<file path="src/rtl/jb_prach_pkg.sv">
// Shared types and limits for the PRACH TDM serializer.
package jb_prach_pkg;
  localparam int MAX_ANTENNAS = 16;

  typedef enum logic {
    IDLE  = 1'b0,
    SHIFT = 1'b1
  } state_t;
endpackage

</file>
<file path="src/rtl/jb_prach_prio_enc.sv">
// Priority encoder: index of the lowest (or highest) set bit plus a non-empty flag.
module jb_prach_prio_enc #(
  parameter int W       = 4,
  parameter int IDX_W   = 2,
  parameter bit HIGHEST = 1'b0
) (
  input  logic [W-1:0]     vec,
  output logic [IDX_W-1:0] idx,
  output logic             nonempty
);

  always_comb begin
    idx      = '0;
    nonempty = |vec;
    // Scan towards the wanted end so the last hit is the winner.
    if (HIGHEST) begin
      for (int i = 0; i < W; i++) begin
        if (vec[i]) idx = IDX_W'(i);
      end
    end else begin
      for (int i = W - 1; i >= 0; i--) begin
        if (vec[i]) idx = IDX_W'(i);
      end
    end
  end

endmodule

</file>
<file path="src/rtl/jb_prach_tdm_serializer.sv">
// Serializes a captured vector of per-antenna samples onto one AXI-stream-like port.
// Optional statistics counters are enabled with JB_PRACH_TDM_SERIALIZER_STATS_EN.
module jb_prach_tdm_serializer
  import jb_prach_pkg::*;
#(
  parameter int N_ANTENNAS = 4,
  parameter int PRECISION  = 16,
  parameter int USR_ID_BW  = 2
) (
  input  logic                              clk_4x,
  input  logic                              rst_4x,
  input  logic                              clk_en,
  input  logic [N_ANTENNAS-1:0]             ant_enable,
  input  logic [N_ANTENNAS-1:0]             tvalid_in,
  input  logic [N_ANTENNAS*2*PRECISION-1:0] tdata_in,
  input  logic                              tready_in,
  output logic                              tvalid_out,
  output logic [2*PRECISION-1:0]            tdata_out,
  output logic [USR_ID_BW-1:0]              tuser_out,
  output logic                              tlast_out,
  output logic                              busy,
  output logic                              overflow,
  input  logic                              clear_overflow
`ifdef JB_PRACH_TDM_SERIALIZER_STATS_EN
  ,
  output logic [31:0]                       sample_cnt,
  output logic [15:0]                       drop_cnt
`endif
);

  localparam int SW    = 2 * PRECISION;
  localparam int IDX_W = (N_ANTENNAS > 1) ? $clog2(N_ANTENNAS) : 1;

  generate
    if (USR_ID_BW < $clog2(N_ANTENNAS)) begin : g_bad_usr_id_bw
      $error("USR_ID_BW too narrow for N_ANTENNAS");
    end
    if (N_ANTENNAS < 1 || N_ANTENNAS > MAX_ANTENNAS) begin : g_bad_n_antennas
      $error("N_ANTENNAS out of range");
    end
  endgenerate

  state_t                state_reg, state_next;
  logic [N_ANTENNAS-1:0] pend_mask_reg, pend_after, pend_next;
  logic [SW-1:0]         bank_reg [N_ANTENNAS];
  logic [SW-1:0]         din      [N_ANTENNAS];
  logic                  xfer, capture_req, capture_ok, drop;
  logic                  overflow_next;
  logic [IDX_W-1:0]      low_idx, high_idx;
  logic                  low_ne, high_ne;
  logic                  tvalid_next, tlast_next;
  logic [SW-1:0]         tdata_next;
  logic [USR_ID_BW-1:0]  tuser_next;

  generate
    for (genvar gi = 0; gi < N_ANTENNAS; gi++) begin : g_bank
      assign din[gi] = tdata_in[gi*SW +: SW];
      always_ff @(posedge clk_4x) begin
        if (capture_ok) bank_reg[gi] <= din[gi];
      end
    end
  endgenerate

  // The presented index is tuser_out, so a transfer retires exactly that bit.
  always_comb begin
    xfer        = tvalid_out & tready_in;
    pend_after  = xfer ? (pend_mask_reg & ~(N_ANTENNAS'(1) << tuser_out)) : pend_mask_reg;
    capture_req = clk_en & (|(tvalid_in & ant_enable));
    capture_ok  = 1'b0;
    drop        = 1'b0;
    state_next  = state_reg;
    case (state_reg)
      IDLE: begin
        capture_ok = capture_req;
        if (capture_req) state_next = SHIFT;
      end
      SHIFT: begin
        capture_ok = capture_req & ~(|pend_after);
        drop       = capture_req & (|pend_after);
        if (~(|pend_after) & ~capture_req) state_next = IDLE;
      end
      default: state_next = IDLE;
    endcase
    pend_next     = capture_ok ? (tvalid_in & ant_enable) : pend_after;
    overflow_next = drop | (overflow & ~clear_overflow);
  end

  jb_prach_prio_enc #(.W(N_ANTENNAS), .IDX_W(IDX_W), .HIGHEST(1'b0)) u_low_enc (
    .vec      (pend_next),
    .idx      (low_idx),
    .nonempty (low_ne)
  );

  jb_prach_prio_enc #(.W(N_ANTENNAS), .IDX_W(IDX_W), .HIGHEST(1'b1)) u_high_enc (
    .vec      (pend_next),
    .idx      (high_idx),
    .nonempty (high_ne)
  );

  // A freshly accepted vector is not in the bank yet, so read it straight from the input.
  always_comb begin
    tvalid_next = low_ne;
    tuser_next  = low_ne ? USR_ID_BW'(low_idx) : '0;
    tdata_next  = '0;
    if (low_ne) tdata_next = capture_ok ? din[low_idx] : bank_reg[low_idx];
    tlast_next  = low_ne & high_ne & (low_idx == high_idx);
  end

  always_ff @(posedge clk_4x) begin
    if (rst_4x) begin
      state_reg     <= IDLE;
      pend_mask_reg <= '0;
      tvalid_out    <= 1'b0;
      tdata_out     <= '0;
      tuser_out     <= '0;
      tlast_out     <= 1'b0;
      overflow      <= 1'b0;
    end else begin
      state_reg     <= state_next;
      pend_mask_reg <= pend_next;
      tvalid_out    <= tvalid_next;
      tdata_out     <= tdata_next;
      tuser_out     <= tuser_next;
      tlast_out     <= tlast_next;
      overflow      <= overflow_next;
    end
  end

  assign busy = (state_reg == SHIFT);

`ifdef JB_PRACH_TDM_SERIALIZER_STATS_EN
  logic [31:0] sample_cnt_reg;
  logic [15:0] drop_cnt_reg;

  always_ff @(posedge clk_4x) begin
    if (rst_4x) begin
      sample_cnt_reg <= '0;
      drop_cnt_reg   <= '0;
    end else begin
      if (xfer) sample_cnt_reg <= sample_cnt_reg + 32'd1;
      if (drop && drop_cnt_reg != 16'hFFFF) drop_cnt_reg <= drop_cnt_reg + 16'd1;
    end
  end

  assign sample_cnt = sample_cnt_reg;
  assign drop_cnt   = drop_cnt_reg;
`endif

endmodule
</file>
<file path="config.mk">
export PLATFORM = sky130hd
export DESIGN_NAME = jb_prach_tdm_serializer
export DESIGN_NICKNAME = d
export VERILOG_FILES = /design/src/rtl/jb_prach_pkg.sv /design/src/rtl/jb_prach_prio_enc.sv /design/src/rtl/jb_prach_tdm_serializer.sv
export SDC_FILE = /design/constraint.sdc
export NUM_CORES = 1
export LEC_CHECK = 0
export ABC_CLOCK_PERIOD_IN_PS = 3200
export CORE_MARGIN = 8
export CORE_UTILIZATION = 40
export CTS_BUF_LIST = sky130_fd_sc_hd__clkbuf_16
export CTS_CLUSTER_DIAMETER = 50
export DETAILED_ROUTE_END_ITERATION = 7
export PLACE_DENSITY_LB_ADDON = 0.1
export SYNTH_ARGS = -nofsm -noshare
export SYNTH_HDL_FRONTEND = slang
export SYNTH_SLANG_ARGS = --single-unit
</file>
<file path="constraint.sdc">
create_clock -name clk_4x -period 3.2 [get_ports clk_4x]
set_input_delay 0.32 -clock clk_4x [delete_from_list [all_inputs] [get_ports clk_4x]]
set_output_delay 0.32 -clock clk_4x [all_outputs]
set_load 0.01 [all_outputs]
</file>
==> results of run 1 <==
==> kinds of logic after synthesis <==
kind of cell / after synthesis
DFF: 170
AOI/OAI and AO/OA: 168
muxes: 66
and+or+nand+nor: 62
buffers and inverters: 42
==> power by group through the flow <==
stage	clock network, mW	registers, mW	logic [mW]
after floorplan	0	2.73	0.479
after global placement	0	2.71	1.03
after detailed placement	0	2.71	1.05
after CTS	2.02	2.66	1.06
after global routing	2.10	2.68	1.12
final	1.97	2.66	1.04
==> through the flow <==
stage | cell area [um2] | std cells | util (%) | hold slack [ns]
after CTS | 10420 | 933 | 55.50 | 0.4738
final | 10420 | 934 | 55.51 | 0.4864
after global placement | 9856 | 901 | 52.51 | 0.4709
after global routing | 10420 | 934 | 55.51 | 0.4691
after detailed placement | 9856 | 901 | 52.51 | 0.4848
after floorplan | 7697 | 508 | - | 0.4189
==> cell usage in the layout, fill, tap and decap left out, types with 2 or more instances in the layout <==
cell type / n
buf_12: 10
inv_6: 2
a32o_1: 2
o211ai_2: 31
clkbuf_16: 17
o22a_1: 2
a22o_1: 2
mux2i_1: 32
edfxtp_1: 128
o21ai_0: 6
clkinv_4: 3
a222oi_1: 64
a31o_2: 2
clkdlybuf4s50_1: 178
and3_1: 2
a32oi_1: 34
clkinv_2: 2
clkinv_1: 3
buf_4: 7
mux2_4: 2
mux2_2: 31
a31oi_1: 3
bufinv_16: 2
nor2_1: 8
nand3_1: 4
dfxtp_1: 42
nand2_1: 4
a21oi_1: 5
nor2b_1: 3
and2_1: 32
inv_1: 8
o22ai_1: 2
a21boi_4: 2
nor4_4: 2
==> per-layer routing <==
layer / vias up / GRT usage, % / part of all wire (%)
li1: 2578 / - / -
met1: 2868 / 22.23 / 41
met2: 243 / 30.27 / 49
met3: 23 / 5.823 / 7.9
met4: 0 / 5.693 / 1.7
met5: - / 0 / 0
==> cell type report <==
cell class,count,area share (%)
diodes,1,0.02402
clock buffers,17,4.083
clock inverters,15,1.297
inverters,6,0.2642
multi-input cells,296,27.03
flip-flops and latches,170,44.96
well taps,234,2.810
repair buffers,195,19.53
==> worst min path at each step <==
stage	startpoint	end	slack, ns	cells past startpoint
after global routing	tdata_in[36]	bank_reg[1][4]$_DFFE_PP_	0.47	1
final	tdata_in[36]	bank_reg[1][4]$_DFFE_PP_	0.49	1
after CTS	tdata_in[40]	bank_reg[1][8]$_DFFE_PP_	0.47	1
after floorplan	tdata_in[0]	bank_reg[0][0]$_DFFE_PP_	0.42	0
after global placement	overflow$_SDFF_PP0_	overflow$_SDFF_PP0_	0.47	2
after detailed placement	overflow$_SDFF_PP0_	overflow$_SDFF_PP0_	0.48	2
==> impl_metrics.json, run 1 <==
{
  "num-fill-cells": 1505,
  "regArea_um2": 4684,
  "synth-warning-count": 0,
  "hold_viol": 0,
  "yosys.area_share.simple_pct": 5.104,
  "grt_max_degree": 97,
  "fp-row-count": 50,
  "p_sw_share_pct": 24.66,
  "period_minus_slack_ns": 2.741,
  "reg2reg_depth": 8,
  "async_flop_share_pct": 0,
  "dp_slack_ns": 0.1712,
  "drt-initial-drc-count": 550,
  "initial_core_util_pct": 41.01,
  "die_h_um": 154.7,
  "dieArea_um2": 23940,
  "p_per_area_nw_per_um2": 545.1,
  "cts_tree": "done",
  "power_mw": 5.679,
  "synthXorXnorAreaFrac_pct": 0,
  "synth_top_area_share_pct": 49.93,
  "comb_power_share_pct": 18.4,
  "ys_ff_latch": 170,
  "vias": 5712,
  "path_buf_inv": 1,
  "path_cells": "mux2_4, o22a_1, a211o_1, a211oi_4, buf_4, a222oi_1, mux2_2, o211ai_2",
  "multiInputGateArea_um2": 2816,
  "track_usage_pct": 18.25,
  "cts_inserted_buffers": 17,
  "rrSetupSlack_ns": 0.46,
  "critPathLaunchType": "flop",
  "rsz0062_at_grt": "false",
  "clockBufferDepth": 2,
  "synth_area_um2": 7697,
  "synth_top_area_cell": "edfxtp_1",
  "dpl.hpwl_mm": 14.49,
  "max_stage_delay_ns": 0.48,
  "fin_worst_skew_ns": 0.009236,
  "viasPerCell": 6.116,
  "ctsResizeCount": 0,
  "seq_area_frac_synth_pct": 60.86,
  "totalWireLength_mm": 21.87,
  "slowest_stage": "dfxtp_1",
  "grt_pass1_wl_mm": 34.51,
  "synth-compound-area-share_pct": 21.72,
  "ir_worst_vdd_v": 0.0003445,
  "port_buffers": 178,
  "drive_gt1_share_pct": 17.74,
  "synth_edf_count": 128,
  "fp.dieW_um": 154.7,
  "synth_flop_cell": "edfxtp_1",
  "worst_pin_slew_ns": 0.5559,
  "synth_most_common_cell": "edfxtp_1",
  "period_share_pct": 85.67,
  "gp_congestion": 0.8326,
  "grt_pass1_vias": 6229,
  "cts_hold_buffers": 0,
  "avgSynthCellArea_um2": 15.15,
  "slew_headroom_pct": 62.94,
  "detail-route-antenna-nets": 0,
  "synth_top_family_by_area": "compound AO/OA/AOI/OAI gates",
  "cts.sinks": 170,
  "root_buffer": "clkbuf_16",
  "path_delay_family": "compound AO/OA/AOI/OAI gates",
  "p_int_mw": 4.278,
  "dr.pass1.iters": 6,
  "worst_slack_ns": 0.4585,
  "endpoint_kind": "flop",
  "area_delta_synth_final_pct": 35.35,
  "detail_route.wl_per_cell_um": 23.41,
  "cp.arrival_ns": 3.09,
  "rr_startpoint": "tuser_out[0]$_SDFF_PP0_",
  "cp.depth": 8,
  "crit_start": "tuser_out[0]$_SDFF_PP0_",
  "pwr-share-seq_pct": 46.9,
  "pin_count": 179,
  "ctsHtreeMaxLevel": 4,
  "leakage_nw": 3.601,
  "drc_errors": 0,
  "antenna_found_initial": 1,
  "clkLatencyLatePin_ns": 0.42,
  "coreArea_um2": 18770,
  "hp-class": "input pin to flop",
  "setup_viol_count_final": 0,
  "nNetsFinal": 827,
  "gr-total-overflow": 0,
  "synth_mux_area_share_pct": 9.233,
  "ys_top_cells_by_area": "edfxtp_1 (50%), dfxtp_1 (11%), a222oi_1 (8.3%), o211ai_2 (5.0%), mux2_2 (4.5%)",
  "synth_nets": 649,
  "status": "completed",
  "post-cts-setup-buffer-count": 0,
  "power.switching_mw": 1.401,
  "synthCells": 508,
  "crit_required_ns": 3.55,
  "worstPathMaxFanout": 28,
  "drv_cap": 0,
  "clk_pin_slew_ns": 0.07,
  "endpoint": "tdata_out[18]$_SDFF_PP0_",
  "largest_reg_flops": 128,
  "yosys-top-cells-count": "edfxtp_1 (128), a222oi_1 (64), dfxtp_1 (42), a32oi_1 (34)",
  "setup_tns_ns": 0,
  "path_class": "flop to flop",
  "drv_slew": 0,
  "yosysUniqueCellTypes": 51,
  "fmaxAchievable_mhz": 364.8,
  "synthAdderAreaFrac_pct": 0,
  "clockPowerShare_pct": 34.7,
  "r2r-end": "tdata_out[18]$_SDFF_PP0_"
}
Power figures use the tool's default switching activity.
==> run 2: changes to the inputs <==
--- a/config.mk
+++ b/config.mk
@@ -6,7 +6,6 @@
 export NUM_CORES = 1
 export LEC_CHECK = 0
 export ABC_CLOCK_PERIOD_IN_PS = 3200
-export CORE_MARGIN = 8
 export CORE_UTILIZATION = 40
 export CTS_BUF_LIST = sky130_fd_sc_hd__clkbuf_16
 export CTS_CLUSTER_DIAMETER = 50
==> impl_metrics.json, run 2 (synthesized netlist as in run 1, its figures left out) <==
{
  "status": "completed",
  "antenna_found_initial": 0,
  "crit_start": "tuser_out[0]$_SDFF_PP0_",
  "setup_tns_ns": 0,
  "grt_pass1_wl_mm": 32.64,
  "worst_pin_slew_ns": 0.8738,
  "path_cells": "mux2_4, o22a_1, a211o_1, a211oi_4, buf_12, a222oi_1, mux2_1, o211ai_1",
  "cts_tree": "done",
  "cp.arrival_ns": 3.04,
  "fp-row-count": 50,
  "clkLatencyLatePin_ns": 0.42,
  "area_delta_synth_final_pct": 36.51,
  "rrSetupSlack_ns": 0.50,
  "dr.pass1.iters": 6,
  "hp-class": "input pin to flop",
  "antenna-diode-count": 0,
  "fmaxAchievable_mhz": 370.1,
  "period_share_pct": 84.43,
  "gr-total-overflow": 0,
  "dpl.hpwl_mm": 13.48,
  "slew_headroom_pct": 41.75,
  "reg2reg_depth": 8,
  "rsz0062_at_grt": "false",
  "detail-route-antenna-nets": 0,
  "ir_worst_vdd_v": 0.0003803,
  "clockBufferDepth": 2,
  "detail_route.wl_per_cell_um": 22.58,
  "cts_hold_buffers": 0,
  "dieArea_um2": 19800,
  "placed_area_um2": 9886,
  "power_mw": 5.910,
  "min_path_cells": 1,
  "max_stage_delay_ns": 0.49,
  "gp_congestion": 0.8485,
  "rr_startpoint": "tuser_out[0]$_SDFF_PP0_",
  "slowest_stage": "dfxtp_1",
  "initial_core_util_pct": 41.01,
  "clk_pin_slew_ns": 0.07,
  "ctsHtreeMaxLevel": 4,
  "period_minus_slack_ns": 2.702,
  "drc_errors": 0,
  "root_buffer": "clkbuf_16",
  "die_h_um": 140.7,
  "crit_required_ns": 3.54,
  "fin_worst_skew_ns": 0.008761,
  "mostFrequentLayoutCells": "clkdlybuf4s50_1 (178), edfxtp_1 (128), a222oi_1 (64)",
  "post-cts-setup-buffer-count": 0,
  "track_usage_pct": 21.63,
  "fp.dieW_um": 140.7,
  "leakage_nw": 3.622,
  "grt_pass1_vias": 5840,
  "cts.sinks": 170,
  "port_buffers": 178,
  "final_cell_area_um2": 10510,
  "grt_max_degree": 67,
  "hold_path_startpoint": "tdata_in[98]",
  "r2r-end": "tdata_out[29]$_SDFF_PP0_",
  "worstPathMaxFanout": 28,
  "viasPerCell": 6.111,
  "ctsResizeCount": 0,
  "cp.depth": 8,
  "pin_count": 179,
  "drt-initial-drc-count": 690,
  "drv_cap": 0,
  "vias": 5695,
  "hold_viol": 0,
  "path_class": "flop to flop",
  "whs_endpoint": "bank_reg[3][2]$_DFFE_PP_",
  "path_buf_inv": 1,
  "totalWireLength_mm": 21.04,
  "largest_reg_flops": 128,
  "p_per_area_nw_per_um2": 562.4,
  "endpoint_kind": "flop",
  "path_delay_family": "compound AO/OA/AOI/OAI gates",
  "final_common_cell": "clkdlybuf4s50_1",
  "drive_gt1_share_pct": 18.05,
  "critPathLaunchType": "flop",
  "nNetsFinal": 826,
  "drv_slew": 0,
  "coreArea_um2": 18770,
  "setup_viol_count_final": 0,
  "cts_inserted_buffers": 17
}
## run 2: cell count changes in the layout (fill, tap and decap cells not counted), moves of 2 or more
cell        before  now
buf_12          10   13
buf_4            7    3
bufinv_16        2    4
clkinv_4         3    0
clkinvlp_4       1    3
inv_1            8    6
inv_6            2    4
## run 2: cell type report
cell class	instances	area (um2)
Clock buffer	17	425.4
Clock inverter	15	196.4
Fill cell	1541	8260
Inverter	6	27.53
Multi-Input combinational cell	296	2816
Sequential cell	170	4684
Tap cell	234	292.8
Timing Repair Buffer	194	2064
## run 2: worst max-delay path by stage
stage / end / slack (ns)
2_1_floorplan: tdata_out[10]$_SDFF_PP0_ / 0.13
3_3_place_gp: tdata_out[11]$_SDFF_PP0_ / 0.22
3_5_place_dp: tdata_out[29]$_SDFF_PP0_ / 0.23
4_1_cts: tdata_out[29]$_SDFF_PP0_ / 0.50
5_1_grt: tdata_out[29]$_SDFF_PP0_ / 0.33
6_report: tdata_out[29]$_SDFF_PP0_ / 0.50
## run 2: power by group
part / switching [mW] / internal, mW / total [mW]
combinational: 0.487 / 0.556 / 1.04
clock: 0.892 / 1.31 / 2.20
sequential: 0.0752 / 2.59 / 2.66
## run 2: through the flow
step / hold WS (ns) / utilization (%) / worst slack [ns] / std cells
6_report: 0.4813 / 55.99 / 0.4984 / 932
5_1_grt: 0.4705 / 55.99 / 0.3329 / 932
4_1_cts: 0.4609 / 55.99 / 0.5021 / 932
3_5_place_dp: 0.4914 / 52.67 / 0.2315 / 900
3_3_place_gp: 0.4691 / 52.67 / 0.2159 / 900
2_1_floorplan: 0.4189 / - / 0.1295 / 508
## run 2: layer usage
metal	track usage [%]	routed length [um]	vias up
met4	7.609	323	0
met3	4.823	1413	26
met1	28.58	9131	2830
met5	0	0	-
li1	-	-	2582
met2	35.04	10180	257
==> run 3: changes to the inputs <==
--- a/config.mk
+++ b/config.mk
@@ -5,7 +5,7 @@
 export SDC_FILE = /design/constraint.sdc
 export NUM_CORES = 1
 export LEC_CHECK = 0
-export ABC_CLOCK_PERIOD_IN_PS = 3200
+export ABC_CLOCK_PERIOD_IN_PS = 2400
 export CORE_UTILIZATION = 40
 export CTS_BUF_LIST = sky130_fd_sc_hd__clkbuf_16
 export CTS_CLUSTER_DIAMETER = 50
==> constraint.sdc (replaced) <==
create_clock -name clk_4x -period 2.4 [get_ports clk_4x]
set_input_delay 0.24 -clock clk_4x [delete_from_list [all_inputs] [get_ports clk_4x]]
set_output_delay 0.24 -clock clk_4x [all_outputs]
set_load 0.01 [all_outputs]
==> impl_metrics.json, run 3 (synthesized netlist as in run 1, its figures left out) <==
{
  "mostFrequentLayoutCells": "clkdlybuf4s50_1 (178), edfxtp_1 (128), a222oi_1 (64)",
  "clockBufferDepth": 2,
  "worst_pin_slew_ns": 0.5127,
  "period_minus_slack_ns": 2.421,
  "setup_viol_count_final": 11,
  "p_per_area_nw_per_um2": 699.7,
  "fmaxAchievable_mhz": 413.0,
  "ctsHtreeMaxLevel": 4,
  "gp_congestion": 0.8205,
  "root_buffer": "clkbuf_16",
  "met3_length_mm": 1.798,
  "nNetsFinal": 890,
  "cp.arrival_ns": 2.77,
  "hold_viol": 0,
  "totalWireLength_mm": 22.10,
  "rr_startpoint": "tuser_out[0]$_SDFF_PP0_",
  "ir_worst_vdd_v": 0.0004750,
  "period_share_pct": 100.9,
  "critPathLaunchType": "flop",
  "clkLatencyLatePin_ns": 0.43,
  "dr.max_layer_used": "met5",
  "coreArea_um2": 18770,
  "initial_core_util_pct": 41.01,
  "viasPerCell": 5.974,
  "vias": 5956,
  "status": "finished, violations left",
  "path_class": "flop to flop",
  "grt_max_degree": 41,
  "dpl.hpwl_mm": 14.47,
  "largest_reg_flops": 128,
  "grt_pass1_wl_mm": 34.27,
  "antenna_found_initial": 2,
  "fp.dieW_um": 140.7,
  "r2r-end": "tdata_out[2]$_SDFF_PP0_",
  "power_mw": 7.850,
  "track_usage_pct": 22.59,
  "violations": "setup timing",
  "drive_gt1_share_pct": 26.51,
  "dr.pass1.iters": 7,
  "reg2reg_depth": 10,
  "wl_met1_mm": 9.178,
  "hold_path_startpoint": "tdata_in[53]",
  "final_common_cell": "clkdlybuf4s50_1",
  "dp_slack_ns": -0.4226,
  "port_buffers": 178,
  "rsz0062_at_grt": "true",
  "hp-class": "input pin to flop",
  "dieArea_um2": 19800,
  "cts_tree": "done",
  "slew_headroom_pct": 65.82,
  "pin_count": 179,
  "detail_route.wl_per_cell_um": 22.17,
  "endpoint_kind": "flop",
  "drv_slew": 0,
  "worstPathMaxFanout": 20,
  "die_h_um": 140.7,
  "min_path_cells": 1,
  "fin_worst_skew_ns": 0.01377,
  "area_delta_synth_final_pct": 45.76,
  "drt-initial-drc-count": 492,
  "drc_errors": 0,
  "rrSetupSlack_ns": -0.02,
  "cts.sinks": 170,
  "cts_inserted_buffers": 17,
  "cts_hold_buffers": 0,
  "crit_required_ns": 2.75,
  "gr-total-overflow": 0,
  "leakage_nw": 4.075,
  "grt_pass1_vias": 6217,
  "whs_endpoint": "bank_reg[1][21]$_DFFE_PP_",
  "fp-row-count": 50,
  "wl_met2_mm": 10.96,
  "detail-route-antenna-nets": 0,
  "clk_pin_slew_ns": 0.07,
  "drv_cap": 0,
  "worst_slack_ns": -0.02117
}
[run 3: timing repair]
item | 4_1_cts | 5_1_grt
buffers inserted | 6 | 2
endpoints found under the setup margin | 32 | 32
resized for setup | 22 | 10
pin swaps | 9 | 5
cloned | 2 | 2
[run 3: metal layers]
layer	global-route usage (%)	vias up
met4	6.579	2
met2	37.42	240
met3	6.556	11
met1	28.68	2995
met5	0	-
li1	-	2708
[run 3: metrics by stage]
step                utilization, %  hold WS [ns]  cell area, um2  cells  setup TNS (ns)
floorplan                        -        0.3389            7736    508          -3.565
global placement             55.11        0.4678           10340    952          -22.12
detailed placement           55.11        0.4860           10340    952          -32.56
CTS                          59.25        0.3806           11120    992          -1.149
global route                 59.78        0.3865           11220    997          -2.877
finish                       59.78        0.4022           11220    997         -0.1056
[run 3: where the power goes]
group	internal [mW]	leakage, nW	switching [mW]	total, mW
clock	1.47	0.281	1.26	2.73
combinational	0.875	2.23	0.704	1.58
sequential	3.45	1.57	0.0908	3.54
[run 3: final cells by class]
class / instances / area (um2)
clock buffers: 17 / 425.4
inverters: 6 / 38.79
multi-input cells: 296 / 2918
well taps: 234 / 292.8
repair buffers: 258 / 2696
clock inverters: 15 / 156.4
flip-flops and latches: 170 / 4690
fillers: 1484 / 7548
diodes: 1 / 2.502
[run 3: worst max-delay path, stage by stage, from the launching register on]
cell and delay [ns]:
dfxtp_4 0.37, mux2_4 0.34, o221ai_4 0.26, buf_6 0.15, and4bb_1 0.23, a21boi_4 0.21
buf_12 0.16, buf_12 0.17, a222oi_1 0.10, mux2_2 0.29, o211ai_2 0.07
[run 3: worst max path at each step]
stage	from	end	slack [ns]
after floorplan	tuser_out[0]$_SDFF_PP0_	tdata_out[10]$_SDFF_PP0_	-0.11
after CTS	tuser_out[0]$_SDFF_PP0_	tdata_out[27]$_SDFF_PP0_	-0.07
after global placement	tready_in	tdata_out[13]$_SDFF_PP0_	-0.31
final	tuser_out[0]$_SDFF_PP0_	tdata_out[2]$_SDFF_PP0_	-0.02
after detailed placement	tready_in	tdata_out[26]$_SDFF_PP0_	-0.42
after global routing	tuser_out[0]$_SDFF_PP0_	tdata_out[2]$_SDFF_PP0_	-0.13
